### config.mk
export PLATFORM = sky130hd
export DESIGN_NAME = multdiv_sequencer
export DESIGN_NICKNAME = d
export VERILOG_FILES = /design/src/rtl/multdiv_sequencer_pkg.sv /design/src/rtl/multdiv_sequencer_step_counter.sv /design/src/rtl/multdiv_sequencer.sv
export SDC_FILE = /design/constraint.sdc
export NUM_CORES = 1
export LEC_CHECK = 0
export CAP_MARGIN = 10
export CELL_PAD_IN_SITES_DETAIL_PLACEMENT = 1
export CELL_PAD_IN_SITES_GLOBAL_PLACEMENT = 1
export CORE_MARGIN = 5
export CORE_UTILIZATION = 38
export CTS_CLUSTER_DIAMETER = 200
export DETAILED_ROUTE_END_ITERATION = 8
export PLACE_DENSITY = 0.87
export SLEW_MARGIN = 25
export SYNTH_ARGS = -nofsm -noshare
export SYNTH_HDL_FRONTEND = slang
export SYNTH_SLANG_ARGS = --single-unit
### constraint.sdc
create_clock -name clk -period 3.6 [get_ports clk]
set_input_delay 0.72 -clock clk [delete_from_list [all_inputs] [get_ports clk]]
set_output_delay 0.72 -clock clk [all_outputs]
set_load 0.01 [all_outputs]
### src/rtl/multdiv_sequencer_pkg.sv
// Shared definitions for the iterative multiply/divide unit.
// The sequencer and the datapath both use these definitions.
package multdiv_sequencer_pkg;

  localparam int MULTDIV_CYCLES = 32;

  typedef enum logic [1:0] {
    IDLE = 2'd0,
    LOAD = 2'd1,
    RUN  = 2'd2,
    DONE = 2'd3
  } state_t;

endpackage

### src/rtl/multdiv_sequencer_step_counter.sv
// Iteration counter for the multdiv sequencer.
// The synchronous clear takes priority over the enable. The terminal flag is high when the count is CYCLES-1.
module multdiv_sequencer_step_counter #(
  parameter int CYCLES = 32,
  parameter int CNT_W  = 6
) (
  input  logic             clk,
  input  logic             clr_n,
  input  logic             clr,
  input  logic             en,
  output logic [CNT_W-1:0] count,
  output logic             term
);

  logic [CNT_W-1:0] count_r;

  // iteration count register; holds when neither cleared nor enabled
  always_ff @(posedge clk or negedge clr_n) begin
    if (!clr_n) begin
      count_r <= '0;
    end else if (clr) begin
      count_r <= '0;
    end else if (en) begin
      count_r <= count_r + {{(CNT_W-1){1'b0}}, 1'b1};
    end else begin
      count_r <= count_r;
    end
  end

  assign count = count_r;
  assign term  = (count_r == CNT_W'(CYCLES - 1));

endmodule

### src/rtl/multdiv_sequencer.sv
// Load/step sequencer for the shared multdiv datapath. Every output is a register.
// Each register is loaded from the next-state decode, so no input reaches an output without passing through a flop.
module multdiv_sequencer
  import multdiv_sequencer_pkg::*;
#(
  parameter int CYCLES = MULTDIV_CYCLES,
  parameter int CNT_W  = 6
) (
  input  logic             clk,
  input  logic             clr_n,
  input  logic             ctrl_mult,
  input  logic             ctrl_div,
  input  logic             div_by_zero,
  output logic             load,
  output logic             step_en,
  output logic             op_div,
  output logic             busy,
  output logic [CNT_W-1:0] count,
  output logic             result_rdy,
  output logic             exception
);

  state_t state_r;
  state_t state_nxt_s;
  logic   start_s;
  logic   cnt_clr_s;
  logic   cnt_en_s;
  logic   term_s;
  logic   load_r;
  logic   step_en_r;
  logic   op_div_r;
  logic   busy_r;
  logic   result_rdy_r;
  logic   exception_r;

  assign start_s = ctrl_mult | ctrl_div;

  // next-state logic; a start pulse in any state aborts the current operation
  always_comb begin
    state_nxt_s = state_r;
    if (start_s) begin
      state_nxt_s = LOAD;
    end else begin
      case (state_r)
        IDLE:    state_nxt_s = IDLE;
        LOAD:    state_nxt_s = (op_div_r && div_by_zero) ? DONE : RUN;
        RUN:     state_nxt_s = term_s ? DONE : RUN;
        DONE:    state_nxt_s = IDLE;
        default: state_nxt_s = IDLE;
      endcase
    end
  end

  assign cnt_clr_s = (state_r == LOAD) && (state_nxt_s == RUN);
  assign cnt_en_s  = (state_r == RUN) && (state_nxt_s == RUN);

  // state register and output flops
  always_ff @(posedge clk or negedge clr_n) begin
    if (!clr_n) begin
      state_r      <= IDLE;
      load_r       <= 1'b0;
      step_en_r    <= 1'b0;
      busy_r       <= 1'b0;
      result_rdy_r <= 1'b0;
      exception_r  <= 1'b0;
      op_div_r     <= 1'b0;
    end else begin
      state_r      <= state_nxt_s;
      load_r       <= (state_nxt_s == LOAD);
      step_en_r    <= (state_nxt_s == RUN);
      busy_r       <= (state_nxt_s == LOAD) || (state_nxt_s == RUN);
      result_rdy_r <= (state_nxt_s == DONE);
      // DONE is reached straight from LOAD only on a divide by zero
      exception_r  <= (state_nxt_s == DONE) && (state_r == LOAD);
      if (start_s) begin
        op_div_r <= ctrl_div & ~ctrl_mult;
      end else begin
        op_div_r <= op_div_r;
      end
    end
  end

  multdiv_sequencer_step_counter #(
    .CYCLES (CYCLES),
    .CNT_W  (CNT_W)
  ) u_step_counter (
    .clk   (clk),
    .clr_n (clr_n),
    .clr   (cnt_clr_s),
    .en    (cnt_en_s),
    .count (count),
    .term  (term_s)
  );

  assign load       = load_r;
  assign step_en    = step_en_r;
  assign op_div     = op_div_r;
  assign busy       = busy_r;
  assign result_rdy = result_rdy_r;
  assign exception  = exception_r;

endmodule
==> impl_metrics.tcl, run 1 <==
set metrics [dict create \
    hp-class "flip-flop to flip-flop" \
    die_x_um 52.4 \
    endpoint_kind "flip-flop" \
    ys.warnings.count 0 \
    synth.distinct_cells 25 \
    clk_path_buf_depth 2 \
    rows 15 \
    worstSetupStartpoint "ctrl_div" \
    drtIter0Drc 3 \
    critPathKind "input port to flip-flop" \
    worst_r2r_path_depth 8 \
    p_per_area_nw_per_um2 346 \
    postRouteAntennaNets 0 \
    leakage_nw 0.381 \
    drt-total-wl_um 1630 \
    viasPerCell 5.07 \
    cts.clk_slew.worst_paths_ns 0.08 \
    antenna_found_initial 0 \
    clock_skew_ns 0.00119 \
    max_slew_margin_pct 57.3 \
    dp_hpwl_um 1210 \
    seq_area_frac_synth_pct 51.4 \
    max_freq_mhz 402 \
    start_kind "input port" \
    cts_sinks 14 \
    wl_per_cell_um 15.5 \
    layout_setup_ws_ns 1.11 \
    ys_ff_latch 14 \
    r2r_setup_slack_ns 1.26 \
    r2r-end "u_step_counter.count[3]" \
    setup_tns_ns 0 \
    crit_required_ns 3.83 \
    fp.dieArea_um2 2740 \
    path_max_fanout 6 \
    die_y_um 52.4 \
    antenna_cells 0 \
    grt_start_max_net_pins 15 \
    design_area_um2 881 \
    placed_area_um2 858 \
    cts_buffers 3 \
    syn_nets 75 \
    drt_first_pass_iters 4 \
    ios 17 \
    synth_area_um2 682 \
    overflow 0 \
    initial_core_util_pct 39.9 \
    rr_startpoint "state_r[0]" \
    tritoncts "done" \
    grt_usage_pct 14.0 \
    h-tree-depth 1 \
    max_cap_viol_count 0 \
    cts_resized 0 \
    finalSetupViolations 0 \
    avgSynthCellArea_um2 10.8 \
    cts_setup_buffers 0 \
    drive_gt1_share_pct 6.25 \
    area_growth_pct 29.2 \
    finalCriticalPeriod_ns 2.49 \
    grt_pass1_vias 573 \
    arrival_ns 2.72 \
    numPortBuffers 16 \
    slew_violations 0 \
    nets 94 \
    rsz0062_at_grt "no" \
    cts-hold-fix-buffers 0 \
    vias 532 \
    hold_viol 0 \
    min_period_over_period_pct 69.1 \
    core-area_um2 1710 \
    outcome "complete, no violations" \
    crit_path_end "u_step_counter.count[3]" \
    cts-root-buf "clkbuf_4" \
    ir_drop_mv 0.170 \
    place.gp.congestion 0.777 \
    tightest_slew_ns 0.638 \
    drc 0 \
    grt_pass1_wl_um 2750 \
    dp_slack_ns 0.782 \
    syn-instance-count 63 \
    clkLatencyLatePin_ns 0.29 \
]
## through the flow
stage / util [%] / total power, mW / hold slack [ns] / std cells
6_report: 51.6 / 0.305 / 0.542 / 105
5_1_grt: 51.6 / 0.320 / 0.584 / 105
4_1_cts: 51.6 / 0.306 / 0.548 / 105
3_5_place_dp: 50.3 / 0.217 / 0.536 / 102
3_3_place_gp: 50.3 / 0.215 / 0.530 / 102
2_1_floorplan: - / 0.191 / 0.424 / 63
## power by group
part / switching [mW] / leakage [nW] / internal (mW)
combinational: 0.0222 / 0.189 / 0.0224
clock: 0.0521 / 0.0138 / 0.0390
sequential: 0.00480 / 0.177 / 0.164
total: 0.0791 / 0.381 / 0.226
## cell usage in the layout (no fill, tap or decap)
| cell type | count |
|---|---|
| clkdlybuf4s50_1 | 16 |
| dfrtp_1 | 14 |
| inv_1 | 7 |
| ha_1 | 7 |
| nand2_1 | 6 |
| o21ai_0 | 5 |
| nor2_1 | 3 |
| clkbuf_4 | 3 |
| nand3_1 | 2 |
| o31ai_1 | 2 |
| nand4_1 | 1 |
| nand2b_1 | 1 |
| o311a_1 | 1 |
| nor3_1 | 1 |
| and2_1 | 1 |
| or2b_1 | 1 |
| a41oi_1 | 1 |
| nand4_2 | 1 |
| o211ai_1 | 1 |
| or4b_1 | 1 |
| a21oi_1 | 1 |
| or3_1 | 1 |
| a21boi_1 | 1 |
| mux2_2 | 1 |
| o2bb2ai_1 | 1 |
## state kept, by name, indices dropped and copies added (netlist names)
register	flops
u_step_counter.count	6
result_rdy	1
op_div	1
step_en	1
busy	1
exception	1
state_r	2
load	1
## cells by family after synthesis
group | share of synthesized area, %
adders and majority gates | 12.8
DFF | 51.4
AOI/OAI and AO/OA | 12.8
muxes | 1.65
buffers and inverters | 6.06
and+or+nand+nor | 15.2
## critical path, stage by stage
cell and delay (ns):
clkdlybuf4s50_1 0.44, nor3_1 0.48, ha_1 0.36, nand4_2 0.15, or4b_1 0.48, nand2_1 0.08
## synth_stat cells, drive strengths merged
library cell	count	share of area, %
a21boi	1	1.1
a21oi	1	0.73
a41oi	1	1.3
and2	1	0.92
buf	1	1.7
clkbuf	1	0.55
dfrtp	14	51
ha	7	13
inv	7	3.9
mux2	1	1.7
nand2	6	3.3
nand2b	1	0.92
nand3	2	1.5
nand4	2	2.8
nor2	3	1.7
nor3	1	0.73
o211ai	1	1.1
o21ai	5	3.7
o2bb2ai	1	1.3
o311a	1	1.5
o31ai	2	2.2
or2b	1	1.1
or3	1	0.92
or4b	1	1.5
## area by class of cell
class / count / area [um^2]
multi-input combinational: 40 / 290
timing repair buffer: 16 / 160
clock buffer: 3 / 22.5
tap: 25 / 31.3
fill: 198 / 827
sequential: 14 / 350
inverter: 7 / 26.3
## routing by layer
layer	track usage (%)	share of wire, %	routed length (um)
met1	17.3	44	719
met2	22.5	47	766
met3	3.42	6.5	105
met4	6.38	2.1	34
met5	0	0	0
## worst min path at each step
stage,from,end,slack (ns),depth (start not counted)
after floorplan,clr_n,busy,0.42,0
after global routing,u_step_counter.count[4],u_step_counter.count[4],0.58,1
final,u_step_counter.count[4],u_step_counter.count[4],0.54,1
after CTS,u_step_counter.count[4],u_step_counter.count[4],0.55,1
after detailed placement,u_step_counter.count[4],u_step_counter.count[4],0.54,1
after global placement,op_div,op_div,0.53,2
Note: power is estimated with default switching activity, not from simulation.
==> inputs of run 2 (changes only) <==
Settings changed: CORE_UTILIZATION 38 to 35, PLACE_DENSITY 0.87 to 0.81.
Clock period 3.6 ns to 2.4 ns, I/O delays scaled along.
==> impl_metrics.tcl, run 2 (synthesized netlist as in run 1, its figures left out) <==
set metrics [dict create \
    outcome "complete, no violations" \
    crit_required_ns 2.63 \
    vias 541 \
    finalSetupViolations 0 \
    min_period_over_period_pct 93.5 \
    antenna_found_initial 0 \
    clock_skew_ns 0.00353 \
    use_met2_pct 19.5 \
    holdWs_ns 0.576 \
    drt_first_pass_iters 4 \
    path_buf_inv 0 \
    endpoint_kind "flip-flop" \
    critPathTopFamily "simple AND/OR/NAND/NOR gates" \
    cts_sinks 14 \
    tritoncts "done" \
    r2r-end "u_step_counter.count[3]" \
    clk_path_buf_depth 2 \
    whs_endpoint "u_step_counter.count[4]" \
    cts-hold-fix-buffers 0 \
    busiest_layer "met2" \
    die_x_um 54.1 \
    swShare_pct 24.7 \
    grt_pass1_vias 544 \
    hold_depth 1 \
    grt_pass1_wl_um 2570 \
    p_per_area_nw_per_um2 501 \
    drt-total-wl_um 1540 \
    clkLatencyLatePin_ns 0.28 \
    place.gp.congestion 0.812 \
    cts_buffers 3 \
    p_clk_share_pct 28.9 \
    cts.clk_slew.worst_paths_ns 0.08 \
    ir_drop_mv 0.366 \
    crit_path_max_incr_delay_ns 0.46 \
    finalPower_mw 0.453 \
    p_sw_mw 0.112 \
    antenna_cells 0 \
    max_cap_viol_count 0 \
    slew_violations 0 \
    postRouteAntennaNets 0 \
    nets 97 \
    die_y_um 54.1 \
    grt_use_met3_pct 1.66 \
    numPortBuffers 16 \
    ios 17 \
    start_kind "flip-flop" \
    final_common_cell "clkdlybuf4s50_1" \
    rr_startpoint "u_step_counter.count[0]" \
    largest_reg_flops 6 \
    r2r_setup_slack_ns 0.15 \
    finalCriticalPeriod_ns 2.25 \
    overflow 0 \
    viasPerCell 4.92 \
    met1_usage_pct 15.8 \
    cts_setup_buffers 0 \
    drtIter0Drc 6 \
    multiInputGateArea_um2 290 \
    pwr-share-comb_pct 15.3 \
    hold_viol 0 \
    tightest_slew_ns 0.676 \
    critPathKind "flip-flop to flip-flop" \
    wl_per_cell_um 14.0 \
    p_int_mw 0.341 \
    fp.dieArea_um2 2930 \
    fill_cells 222 \
    max_slew_margin_pct 54.8 \
    p_seq_share_pct 55.9 \
    seqCellArea_um2 350 \
    initial_core_util_pct 35.9 \
    slowest_stage "dfrtp_1" \
    grt_usage_pct 12.9 \
    worst_r2r_path_depth 7 \
    cts_resized 0 \
    final_cell_mix "clkdlybuf4s50_1 (16), dfrtp_1 (14), inv_1 (7), ha_1 (7), nand2_1 (6)" \
    worstPathCellList "ha_1 -> nand4_1 -> o311a_1 -> ha_1 -> nand2_1 -> or4b_1 -> nand2_1" \
    path_max_fanout 6 \
    arrival_ns 2.47 \
    max_freq_mhz 445 \
    dp_hpwl_um 1160 \
    h-tree-depth 1 \
    grt_start_max_net_pins 15 \
    core-area_um2 1900 \
    leakage_nw 0.396 \
    min-delay-start "u_step_counter.count[4]" \
    drive_gt1_share_pct 9.64 \
    rsz0062_at_grt "no" \
    area_growth_pct 32.8 \
    setup_tns_ns 0 \
    drc 0 \
    hp-class "flip-flop to flip-flop" \
    cts-root-buf "clkbuf_4" \
    rows 16 \
]
## run 2: area by class of cell
cell class                 instances  share of cell area, %
clock buffer                       3                   2.49
inverter                           7                   2.90
multi-input combinational         40                   32.0
sequential                        14                   38.7
tap                               27                   3.73
timing repair buffer              19                   20.2
## run 2: worst max path at each step
stage / start / end / slack (ns) / cells past startpoint
floorplan: state_r[0] / u_step_counter.count[3] / 0.33 / 8
global placement: ctrl_div / u_step_counter.count[3] / 0.14 / 7
detailed placement: ctrl_div / u_step_counter.count[3] / 0.05 / 7
CTS: u_step_counter.count[0] / u_step_counter.count[3] / 0.16 / 7
global route: u_step_counter.count[0] / u_step_counter.count[3] / 0.06 / 7
finish: u_step_counter.count[0] / u_step_counter.count[3] / 0.15 / 7
## run 2: layer usage
| layer | vias up | part of all wire, % | routed length [um] |
|---|---|---|---|
| li1 | 256 | - | - |
| met1 | 274 | 46 | 712 |
| met2 | 7 | 48 | 733 |
| met3 | 4 | 1.8 | 27 |
| met4 | 0 | 4.3 | 67 |
| met5 | - | 0 | 0 |
## run 2: power groups by stage
stage,combinational [mW],clock [mW],sequential (mW)
after global routing,0.0771,0.148,0.254
after floorplan,0.0246,0,0.262
after global placement,0.0682,0,0.258
after CTS,0.0706,0.139,0.253
final,0.0692,0.131,0.253
after detailed placement,0.0697,0,0.258
## run 2: stage by stage
stage | std cells | worst slack [ns] | instance area [um^2] | utilization [%]
2_1_floorplan | 63 | 0.332 | 682 | -
3_3_place_gp | 107 | 0.140 | 883 | 46.4
3_5_place_dp | 107 | 0.0523 | 883 | 46.4
4_1_cts | 110 | 0.155 | 906 | 47.6
5_1_grt | 110 | 0.0579 | 906 | 47.6
6_report | 110 | 0.155 | 906 | 47.6
## run 2: worst register-to-register path, cell delays in order (launching register included)
cell,delay [ns]
dfrtp_1,0.46
ha_1,0.25
nand4_1,0.16
o311a_1,0.40
ha_1,0.28
nand2_1,0.12
or4b_1,0.44
nand2_1,0.08
==> inputs of run 3 (changes only) <==
Settings changed: CORE_UTILIZATION 35 to 38, CTS_BUF_LIST set to sky130_fd_sc_hd__clkbuf_8, CTS_CLUSTER_DIAMETER 200 to 80, PLACE_DENSITY 0.81 to 0.87.
==> impl_metrics.tcl, run 3 (synthesized netlist as in run 1, its figures left out) <==
set metrics [dict create \
    path_max_fanout 6 \
    p_seq_share_pct 46.0 \
    postRouteAntennaNets 0 \
    grt_pass1_wl_um 2700 \
    nets 96 \
    max_cap_viol_count 0 \
    placed_area_um2 873 \
    final_cell_mix "clkdlybuf4s50_1 (16), dfrtp_1 (14), inv_1 (7), ha_1 (7), nand2_1 (6)" \
    r2r_setup_slack_ns 0.17 \
    multiInputGateArea_um2 290 \
    drc 0 \
    numPortBuffers 16 \
    rsz0062_at_grt "no" \
    viasPerCell 5.03 \
    cts-hold-fix-buffers 0 \
    outcome "complete, no violations" \
    slew_violations 0 \
    antenna_found_initial 0 \
    grt_pass1_vias 615 \
    initial_core_util_pct 39.9 \
    r2r-end "u_step_counter.count[3]" \
    cts-root-buf "clkbuf_8" \
    p_int_mw 0.428 \
    layout_setup_ws_ns 0.170 \
    postLayoutCoreUtil_pct 54.4 \
    place.gp.congestion 0.776 \
    p_clk_share_pct 41.6 \
    busiest_layer "met2" \
    vias 543 \
    finalSetupViolations 0 \
    use_met2_pct 21.9 \
    drtIter0Drc 4 \
    area_growth_pct 36.1 \
    wl_per_cell_um 14.5 \
    whs_endpoint "u_step_counter.count[4]" \
    die_x_um 52.4 \
    dp_hpwl_um 1190 \
    min_period_over_period_pct 92.9 \
    clk_path_buf_depth 2 \
    max_slew_margin_pct 58.4 \
    met1_usage_pct 15.7 \
    arrival_ns 2.42 \
    clkLatencyLatePin_ns 0.25 \
    die_y_um 52.4 \
    start_kind "flip-flop" \
    dpl.cell_count 104 \
    hp-class "flip-flop to flip-flop" \
    cts_buffers 3 \
    p_sw_mw 0.124 \
    hold_depth 1 \
    rows 15 \
    finalCriticalPeriod_ns 2.23 \
    rr_startpoint "u_step_counter.count[0]" \
    setup_tns_ns 0 \
    pwr-share-comb_pct 12.4 \
    antenna_cells 0 \
    h-tree-depth 1 \
    drt_first_pass_iters 5 \
    drt-total-wl_um 1560 \
    worst_r2r_path_depth 7 \
    largest_reg_flops 6 \
    ir_drop_mv 0.371 \
    hold_viol 0 \
    dp_slack_ns 0.0175 \
    design_area_um2 928 \
    endpoint_kind "flip-flop" \
    leakage_nw 0.406 \
    core-area_um2 1710 \
    cts_sinks 14 \
    ios 17 \
    fp.dieArea_um2 2740 \
    tritoncts "done" \
    seqCellArea_um2 350 \
    fill_cells 197 \
    grt_use_met3_pct 5.98 \
    min-delay-start "u_step_counter.count[4]" \
    cts_resized 0 \
    overflow 0 \
    swShare_pct 22.5 \
    cts.clk_slew.worst_paths_ns 0.06 \
    max_freq_mhz 448 \
    drive_gt1_share_pct 9.64 \
    tightest_slew_ns 0.622 \
    clock_skew_ns 0.000868 \
    fin_cells 108 \
    p_per_area_nw_per_um2 594 \
    critPathKind "flip-flop to flip-flop" \
    final_common_cell "clkdlybuf4s50_1" \
    crit_required_ns 2.59 \
    grt_start_max_net_pins 15 \
    grt_usage_pct 13.9 \
    cts_setup_buffers 0 \
]
==> run 3: layer usage <==
| metal | part of all wire [%] | routed length [um] |
|---|---|---|
| met2 | 49 | 758 |
| met1 | 40 | 620 |
| met4 | 2.1 | 33 |
| met3 | 9.6 | 150 |
| met5 | 0 | 0 |
==> run 3: layout make-up <==
cell class / instances / area share [%]
clock buffer: 4 / 5.93
sequential: 14 / 37.7
timing repair buffer: 18 / 18.9
multi-input combinational: 40 / 31.3
tap: 25 / 3.37
inverter: 7 / 2.83
==> run 3: stage by stage <==
stage	power, mW	hold slack, ns
after floorplan	0.286	0.184
final	0.551	0.558
after detailed placement	0.328	0.533
after global routing	0.586	0.582
after CTS	0.559	0.561
after global placement	0.324	0.508
==> run 3: power groups by stage <==
stage	sequential (mW)	clock (mW)	combinational [mW]
after global routing	0.255	0.255	0.0753
final	0.254	0.229	0.0681
after global placement	0.257	0	0.0666
after floorplan	0.262	0	0.0246
after CTS	0.254	0.235	0.0704
after detailed placement	0.258	0	0.0695
==> run 3: worst max path at each step <==
| stage | slack (ns) | depth (start not counted) | from | to |
|---|---|---|---|---|
| 6_report | 0.17 | 7 | u_step_counter.count[0] | u_step_counter.count[3] |
| 5_1_grt | 0.05 | 8 | state_r[1] | u_step_counter.count[5] |
| 4_1_cts | 0.16 | 7 | u_step_counter.count[0] | u_step_counter.count[3] |
| 3_5_place_dp | 0.02 | 7 | ctrl_div | u_step_counter.count[3] |
| 3_3_place_gp | 0.10 | 7 | ctrl_div | u_step_counter.count[3] |
| 2_1_floorplan | 0.33 | 8 | state_r[0] | u_step_counter.count[3] |
==> run 3: worst max-delay path, stage by stage, from the launching register on <==
cell,delay (ns)
dfrtp_1,0.44
ha_1,0.25
nand4_1,0.14
o311a_1,0.41
ha_1,0.29
nand2_1,0.12
or4b_1,0.45
nand2_1,0.08
